===== src/rtl/jtag_tap_multi_dr.sv =====
// JTAG TAP with a 16-state controller, a parametrised IR, and IDCODE/BYPASS registers.
// It also provides N_USER user data registers. All data registers share one shift
// register, and each user DR has its own capture input, update output and update strobe.
//
// state   | meaning
// --------+---------------------------------------------
// TLR     | test-logic-reset, IR forced to IDCODE
// RTI     | run-test/idle
// SEL_DR  | select DR scan
// CAP_DR  | parallel load of the active data register
// SH_DR   | shift active data register toward tdo
// EX1_DR  | exit-1 DR
// PAU_DR  | pause DR, shift register holds
// EX2_DR  | exit-2 DR, may resume shifting
// UPD_DR  | commit user DR and raise strobe
// SEL_IR  | select IR scan
// CAP_IR  | load 2'b01 pattern into IR shift register
// SH_IR   | shift IR
// EX1_IR  | exit-1 IR
// PAU_IR  | pause IR
// EX2_IR  | exit-2 IR
// UPD_IR  | commit new instruction
module jtag_tap_multi_dr #(
  parameter int          IR_WIDTH     = 4,
  parameter int          N_USER       = 2,
  parameter int          USER_DR_W    = 32,
  parameter logic [31:0] IDCODE_VAL   = 32'hBADC0FFE,
  parameter int          USER_IR_BASE = 4
) (
  input  logic                        tck,
  input  logic                        trst,
  input  logic                        tms,
  input  logic                        tdi,
  output logic                        tdo,
  output logic                        tdo_en,
  output logic [3:0]                  tap_state_o,
  output logic [IR_WIDTH-1:0]         ir_o,
  output logic [N_USER-1:0]           user_sel_o,
  input  logic [N_USER*USER_DR_W-1:0] user_capture_i,
  output logic [N_USER*USER_DR_W-1:0] user_update_o,
  output logic [N_USER-1:0]           user_update_valid_o
);

  localparam int DR_W = (USER_DR_W > 32) ? USER_DR_W : 32;

  typedef enum logic [3:0] {
    TLR    = 4'd0,  RTI    = 4'd1,  SEL_DR = 4'd2,  CAP_DR = 4'd3,
    SH_DR  = 4'd4,  EX1_DR = 4'd5,  PAU_DR = 4'd6,  EX2_DR = 4'd7,
    UPD_DR = 4'd8,  SEL_IR = 4'd9,  CAP_IR = 4'd10, SH_IR  = 4'd11,
    EX1_IR = 4'd12, PAU_IR = 4'd13, EX2_IR = 4'd14, UPD_IR = 4'd15
  } tap_state_t;

  tap_state_t                  state;
  logic [IR_WIDTH-1:0]         ir;
  logic [IR_WIDTH-1:0]         ir_shift;
  logic [DR_W-1:0]             dr_shift;
  logic [DR_W-1:0]             dr_capture;
  logic [DR_W-1:0]             dr_shifted;
  logic [N_USER*USER_DR_W-1:0] user_update_q;
  logic [N_USER-1:0]           user_update_valid_q;
  logic [N_USER-1:0]           user_sel;
  logic                        sel_idcode;

  function automatic tap_state_t next_state(input tap_state_t s, input logic m);
    case (s)
      TLR:     next_state = m ? TLR    : RTI;
      RTI:     next_state = m ? SEL_DR : RTI;
      SEL_DR:  next_state = m ? SEL_IR : CAP_DR;
      CAP_DR:  next_state = m ? EX1_DR : SH_DR;
      SH_DR:   next_state = m ? EX1_DR : SH_DR;
      EX1_DR:  next_state = m ? UPD_DR : PAU_DR;
      PAU_DR:  next_state = m ? EX2_DR : PAU_DR;
      EX2_DR:  next_state = m ? UPD_DR : SH_DR;
      UPD_DR:  next_state = m ? SEL_DR : RTI;
      SEL_IR:  next_state = m ? TLR    : CAP_IR;
      CAP_IR:  next_state = m ? EX1_IR : SH_IR;
      SH_IR:   next_state = m ? EX1_IR : SH_IR;
      EX1_IR:  next_state = m ? UPD_IR : PAU_IR;
      PAU_IR:  next_state = m ? EX2_IR : PAU_IR;
      EX2_IR:  next_state = m ? UPD_IR : SH_IR;
      UPD_IR:  next_state = m ? SEL_DR : RTI;
      default: next_state = TLR;
    endcase
  endfunction

  // Instruction decode: IDCODE, user k, everything else (incl. all-ones) is bypass.
  always_comb begin
    sel_idcode = (ir == IR_WIDTH'(1));
    user_sel   = '0;
    for (int k = 0; k < N_USER; k++) begin
      user_sel[k] = (ir == IR_WIDTH'(USER_IR_BASE + k));
    end
  end

  // Capture value and one-step shift result of the shared DR for the active instruction.
  always_comb begin
    dr_capture = '0;
    if (sel_idcode) begin
      dr_capture = DR_W'(IDCODE_VAL);
    end else begin
      for (int k = 0; k < N_USER; k++) begin
        if (user_sel[k]) dr_capture = DR_W'(user_capture_i[k*USER_DR_W +: USER_DR_W]);
      end
    end

    dr_shifted = dr_shift >> 1;
    if (sel_idcode)      dr_shifted[31]          = tdi;
    else if (|user_sel)  dr_shifted[USER_DR_W-1] = tdi;
    else                 dr_shifted[0]           = tdi;
  end

  // TAP controller plus IR/DR datapath; strobes default low and pulse for one cycle.
  always_ff @(posedge tck) begin
    if (trst) begin
      state               <= TLR;
      ir                  <= IR_WIDTH'(1);
      ir_shift            <= '0;
      dr_shift            <= '0;
      user_update_q       <= '0;
      user_update_valid_q <= '0;
    end else begin
      state               <= next_state(state, tms);
      user_update_valid_q <= '0;
      case (state)
        TLR:    ir       <= IR_WIDTH'(1);
        CAP_IR: ir_shift <= IR_WIDTH'(2'b01);
        SH_IR:  ir_shift <= {tdi, ir_shift[IR_WIDTH-1:1]};
        UPD_IR: ir       <= ir_shift;
        CAP_DR: dr_shift <= dr_capture;
        SH_DR:  dr_shift <= dr_shifted;
        UPD_DR: begin
          for (int k = 0; k < N_USER; k++) begin
            if (user_sel[k]) begin
              user_update_q[k*USER_DR_W +: USER_DR_W] <= dr_shift[USER_DR_W-1:0];
              user_update_valid_q[k]                  <= 1'b1;
            end
          end
        end
        default: ;
      endcase
    end
  end

  assign tdo = (state == SH_IR) ? ir_shift[0] :
               (state == SH_DR) ? dr_shift[0] : 1'b0;
  assign tdo_en              = (state == SH_IR) || (state == SH_DR);
  assign tap_state_o         = state;
  assign ir_o                = ir;
  assign user_sel_o          = user_sel;
  assign user_update_o       = user_update_q;
  assign user_update_valid_o = user_update_valid_q;

endmodule

===== config.mk =====
export PLATFORM = sky130hd
export DESIGN_NAME = jtag_tap_multi_dr
export DESIGN_NICKNAME = d
export VERILOG_FILES = /design/src/rtl/jtag_tap_multi_dr.sv
export SDC_FILE = /design/constraint.sdc
export NUM_CORES = 1
export LEC_CHECK = 0
export ABC_AREA = 1
export ABC_CLOCK_PERIOD_IN_PS = 2700
export BUFFER_PORTS_ARGS = -buffer_cell sky130_fd_sc_hd__buf_2
export CAP_MARGIN = 20
export CELL_PAD_IN_SITES_DETAIL_PLACEMENT = 2
export CELL_PAD_IN_SITES_GLOBAL_PLACEMENT = 2
export CORE_UTILIZATION = 29
export DETAILED_ROUTE_END_ITERATION = 12
export PLACE_DENSITY = 0.9
export RECOVER_POWER = 25
export REMOVE_ABC_BUFFERS = 1
export SYNTH_ARGS = -nofsm -noshare
export SYNTH_HDL_FRONTEND = slang
export SYNTH_SLANG_ARGS = --single-unit
export TNS_END_PERCENT = 20

===== constraint.sdc =====
create_clock -name tck -period 2.7 [get_ports tck]
set_input_delay 0.135 -clock tck [delete_from_list [all_inputs] [get_ports tck]]
set_output_delay 0.135 -clock tck [all_outputs]
set_load 0.02 [all_outputs]

[After elaboration in Yosys (flattened, before gate mapping)]
Index checks and enable logic that the tools add are counted.
Word-level totals
  input bits: 68
  register bits after elaboration: 110
  word-level logic and storage cells: 65
  output and inout bits: 78
Operators by class
  equal/unequal tests: 18
  reduce and logical (&&, ||, !) cells: 12
  mux-type cells: 27
  bitwise operators: 1
Operator list (number)
  two-way mux 32 bit: 3
  case mux 32 bit (2 select lines): 1
  case mux 4 bit (12 select lines): 1
  equality test 4 bit, second input constant: 8
  equality test 4 x 3 -> 1 bit, second input constant: 6
  two-way mux 4 bit: 4
  case mux 4 bit (2 select lines): 2
  two-way mux 1 bit: 11
  equality test 4 x 1 -> 1 bit, second input constant: 2
  equality test 4 x 2 -> 1 bit, second input constant: 2
  OR reduction 2 bit: 4
  two-way mux 2 bit: 3
  two-way mux 3 bit: 2
  nonzero test 2 bit: 3
  zero test 4 bit: 1
  AND reduction 2 bit: 2
  OR reduction 3 bit: 1
  logical OR 1 bit: 1
  NOT 1 bit: 1

[Logic depth before layout (Yosys ltp)]
  word-level depth: 5
  mapped depth: 9
  mapped depth without buffers: 8

[Worst setup path before layout]
Ideal clock, no wire load.
  path type: reg2reg
  start: reg state[1], in the netlist tap_state_o[1]
  end: reg dr_shift[10]
  slack: 1.250 ns
  setup time: 0.117 ns
  data required time: 2.583 ns
  arrival time: 1.333 ns
  cell stages (with the launch flop): 10
  path buffers: 2
  period minus slack after synthesis: 1.450 ns
  cells stage by stage: dfxtp_1 -> buf_2 -> nand2_1 -> clkinv_1 -> nand2_2 -> nor2_2 -> inv_2 -> buf_4 -> nor2_1 -> nor2_1
Between the ends
  cells in the longest elaborated chain, start to end: 2
  elaborated cells on any way between the ends: 4
  classes of those cells: eq/ne: 2; mux: 1; reduce/logical: 1
Ends and longest elaborated chain
  start: declaration: RTL line 53  | tap_state_t state;
  start signal: assignment: RTL line 122  | state <= next_state(state, tms);
  equality test 4 x 3 -> 1 bit or equality test 4 x 2 -> 1 bit (tied branches): RTL line 124  | case (state)
  case mux 32 bit (2 select lines) or nonzero test 2 bit (tied branches)
  end signal: assignment: RTL line 129  | CAP_DR: dr_shift <= dr_capture;
  end signal: assignment: RTL line 130  | SH_DR: dr_shift <= dr_shifted;
  end: declaration: RTL line 56  | logic [DR_W-1:0] dr_shift;
Parallel ways exist; a longest one is shown, timed or not.
A chain may end at the register's enable or synchronous reset.

[Worst setup path after layout]
  start: reg state[2], in the netlist tap_state_o[2]
  end: out tdo
Between the ends
  cells in the longest elaborated chain, start to end: 3
  elaborated cells on any way between the ends: 4
  classes of those cells: eq/ne: 2; mux: 2
Ends and longest elaborated chain
  equality test 4 x 3 -> 1 bit: RTL line 145  | (state == SH_DR) ? dr_shift[0] : 1'b0;
  two-way mux 1 bit: RTL line 145
  two-way mux 1 bit (*): RTL line 144  | assign tdo = (state == SH_IR) ? ir_shift[0] :
  end: declaration: RTL line 34  | output logic tdo,
Mark *: on every way between the ends. The rest lies on a longest branch, timed or not.

==> results.py <==
metrics = {
    "floorplanning": {
        "coreArea_um2": 16100,
        "ioPinCount": 146,
        "die-height_um": 131,
        "die_w_um": 131,
        "start_util_pct": 30.0,
        "die-area_um2": 17200,
        "num_rows": 46,
    },
    "pwr": {
        "power_leakage_nw": 2.78,
        "internal_power_mw": 2.32,
        "pwr-share-seq_pct": 53.8,
        "clkPwrFrac_pct": 40.9,
        "switching_power_uw": 753,
        "power_density_nw_per_um2": 525,
        "peakVddDrop_uv": 298,
        "sw_frac_of_total_pct": 24.5,
        "comb_power_share_pct": 5.3,
    },
    "timing": {
        "tns_ns": 0,
        "max_slew.worst_pin.slew_ns": 0.696,
        "max_slew_margin_pct": 53.6,
        "period_share_pct": 83.4,
        "period_needed_ns": 2.25,
        "skew_ns": 0.00747,
        "setup_viol": 0,
        "drv_slew": 0,
        "rsz0062_at_grt": "false",
        "clock.fmax_ghz": 0.444,
        "hold_violations": 0,
    },
    "clocking": {
        "cts_tree": "done",
        "ctsHoldBuffers": 0,
        "cts_htree_levels": 3,
        "path_clk_slew_ns": 0.07,
        "post_cts_buffers": 0,
        "cts.sinks": 110,
        "cts.repair.resized": 0,
        "cts_buffers": 9,
        "cts_buffer_depth": 2,
        "clockRootBuffer": "clkbuf_16",
        "clk_latency_ns": 0.35,
    },
    "cells_and_area": {
        "fin_area_um2": 5860,
        "antenna_cells": 0,
        "stdcell_count": 1033,
        "nets": 881,
        "syn_to_final_growth_pct": 21.0,
        "drive_gt1_share_pct": 17.5,
    },
    "logic_synthesis": {
        "yosysTopAreaCellShare_pct": 45.5,
        "synth_area_um2": 4840,
        "ys_seq_elements": 110,
        "synth-edff-count": 0,
        "ys_top_cells_by_count": "nand2_1, dfxtp_1, nor2_1",
        "synth.most_common_cell": "nand2_1",
        "synthCells": 690,
        "ys_warn_count": 0,
        "yosys-top-cells-area": "dfxtp_1, nand2_1, a21oi_1, nor2_1, o21ai_1",
        "async_flop_share_pct": 0,
        "synth.avg_cell_area_um2": 7.02,
        "ys_types": 24,
        "synth_top_flop_cell": "dfxtp_1",
        "synth_area_leader_cell": "dfxtp_1",
        "ys_seq_area_share_pct": 45.5,
    },
    "route": {
        "first_iter_violations": 155,
        "avgViaCountPerCell": 4.82,
        "drt_wl_total_um": 16700,
        "dr.pass1.iters": 4,
        "postRouteAntennaNets": 0,
        "wire_per_inst_um": 16.1,
        "via_count": 4983,
        "drc": 0,
    },
    "global_route": {
        "grtUsageTotal_pct": 19.7,
        "grt_pass1_vias": 5367,
        "grt-ovfl-total": 0,
        "grt_pass1_wl_um": 27300,
        "antenna_found_initial": 0,
        "grt_max_degree": 53,
    },
    "critical_path": {
        "critPathMaxFanout": 33,
        "critPathCaptureType": "primary output",
        "cp_data_required_time_ns": 2.57,
        "critPathKind": "flip-flop to primary output",
        "cp_data_arrival_time_ns": 2.12,
        "startpoint_type": "flip-flop",
    },
    "place": {
        "place.gp.congestion": 0.810,
        "io_buffers": 145,
        "dp.cells": 1018,
        "dp_hpwl_um": 11900,
        "dpl_cell_area_um2": 5650,
    },
    "hold_path": {
        "min_path_type": "primary input to flip-flop",
    },
    "status": {
        "outcome": "completed",
    },
    "flow_run": {
        "cap_viol_max_count": 0,
    },
}
## layer usage
metal	GRT usage, %	up-vias	wire, µm	part of all wire, %
li1	-	2458	-	-
met1	23.9	2409	7560	45
met2	35.1	95	8300	50
met3	3.40	21	537	3.2
met4	6.67	0	268	1.6
met5	0	-	0	0
## power groups by stage
stage               clock network, mW  registers (mW)  logic [mW]
CTS                              1.28            1.65       0.167
finish                           1.26            1.65       0.164
global placement                    0            1.69       0.161
floorplan                           0            1.69      0.0697
detailed placement                  0            1.69       0.166
global route                     1.35            1.65       0.183
## sequential cells by signal, summed over array words and instances (netlist names)
| name | count |
|---|---|
| user_update_o | 64 |
| tap_state_o | 4 |
| dr_shift | 32 |
| user_update_valid_o | 2 |
| ir_o | 4 |
| ir_shift | 4 |
## cells in the final DEF, fill, tap and decap left out, types with 9 or more instances in the layout
cell type and n:
buf_2 98, a21oi_1 68, clkbuf_1 47, inv_1 50, inv_2 10, o211ai_1 22, clkbuf_16 9, o21ai_0 12
nand3_1 21, dfxtp_1 110, o21ai_1 59, nor2_1 87, nand2_1 194
## final cells by class
| cell class | count | area (µm²) |
|---|---|---|
| fillers | 2004 | 10300 |
| clock buffers | 9 | 225 |
| flip-flops and latches | 110 | 2200 |
| well taps | 216 | 270 |
| inverters | 61 | 229 |
| repair buffers | 152 | 732 |
| clock inverters | 6 | 37.5 |
| multi-input cells | 479 | 2160 |
## cells by family (layout without fill, tap and decap cells)
group	count (synthesis)	in the layout	synth area share [%]
DFF	110	110	45.5
buffers and inverters	101	228	9.90
AOI/OAI and AO/OA	164	164	18.2
and+or+nand+nor	315	315	26.4
## worst paths after layout
path | start | to | slack [ns] | cells after the start
hold / removal | tdi | ir_shift[3]$_SDFFE_PP0P_ | 0.06 | 3
setup / recovery | tap_state_o[2]$_SDFF_PP0_ | tdo | 0.45 | 7
hold reg to reg | ir_shift[2]$_SDFFE_PP0P_ | ir_shift[1]$_SDFFE_PP0P_ | 0.50 | 2
setup reg to reg | tap_state_o[1]$_SDFF_PP0_ | tap_state_o[0]$_SDFF_PP0_ | 0.78 | 8
## worst max-delay path, stage by stage (launching register included)
cell,delay (ns)
dfxtp_1,0.48
inv_2,0.04
nor2_1,0.14
nand2_2,0.22
inv_2,0.50
nand2_1,0.10
nand2_1,0.11
buf_2,0.17
## metrics by stage
stage	total power [mW]	worst slack, ns	hold WS [ns]	utilization [%]
6_report	3.07	0.448	0.0650	36.3
5_1_grt	3.19	0.235	0.0804	36.3
4_1_cts	3.10	0.386	0.0607	36.7
3_5_place_dp	1.86	0.778	0.441	35.1
3_3_place_gp	1.85	0.830	0.429	35.1
2_1_floorplan	1.76	0.743	0.204	-
(Power assumes the default switching activity.)
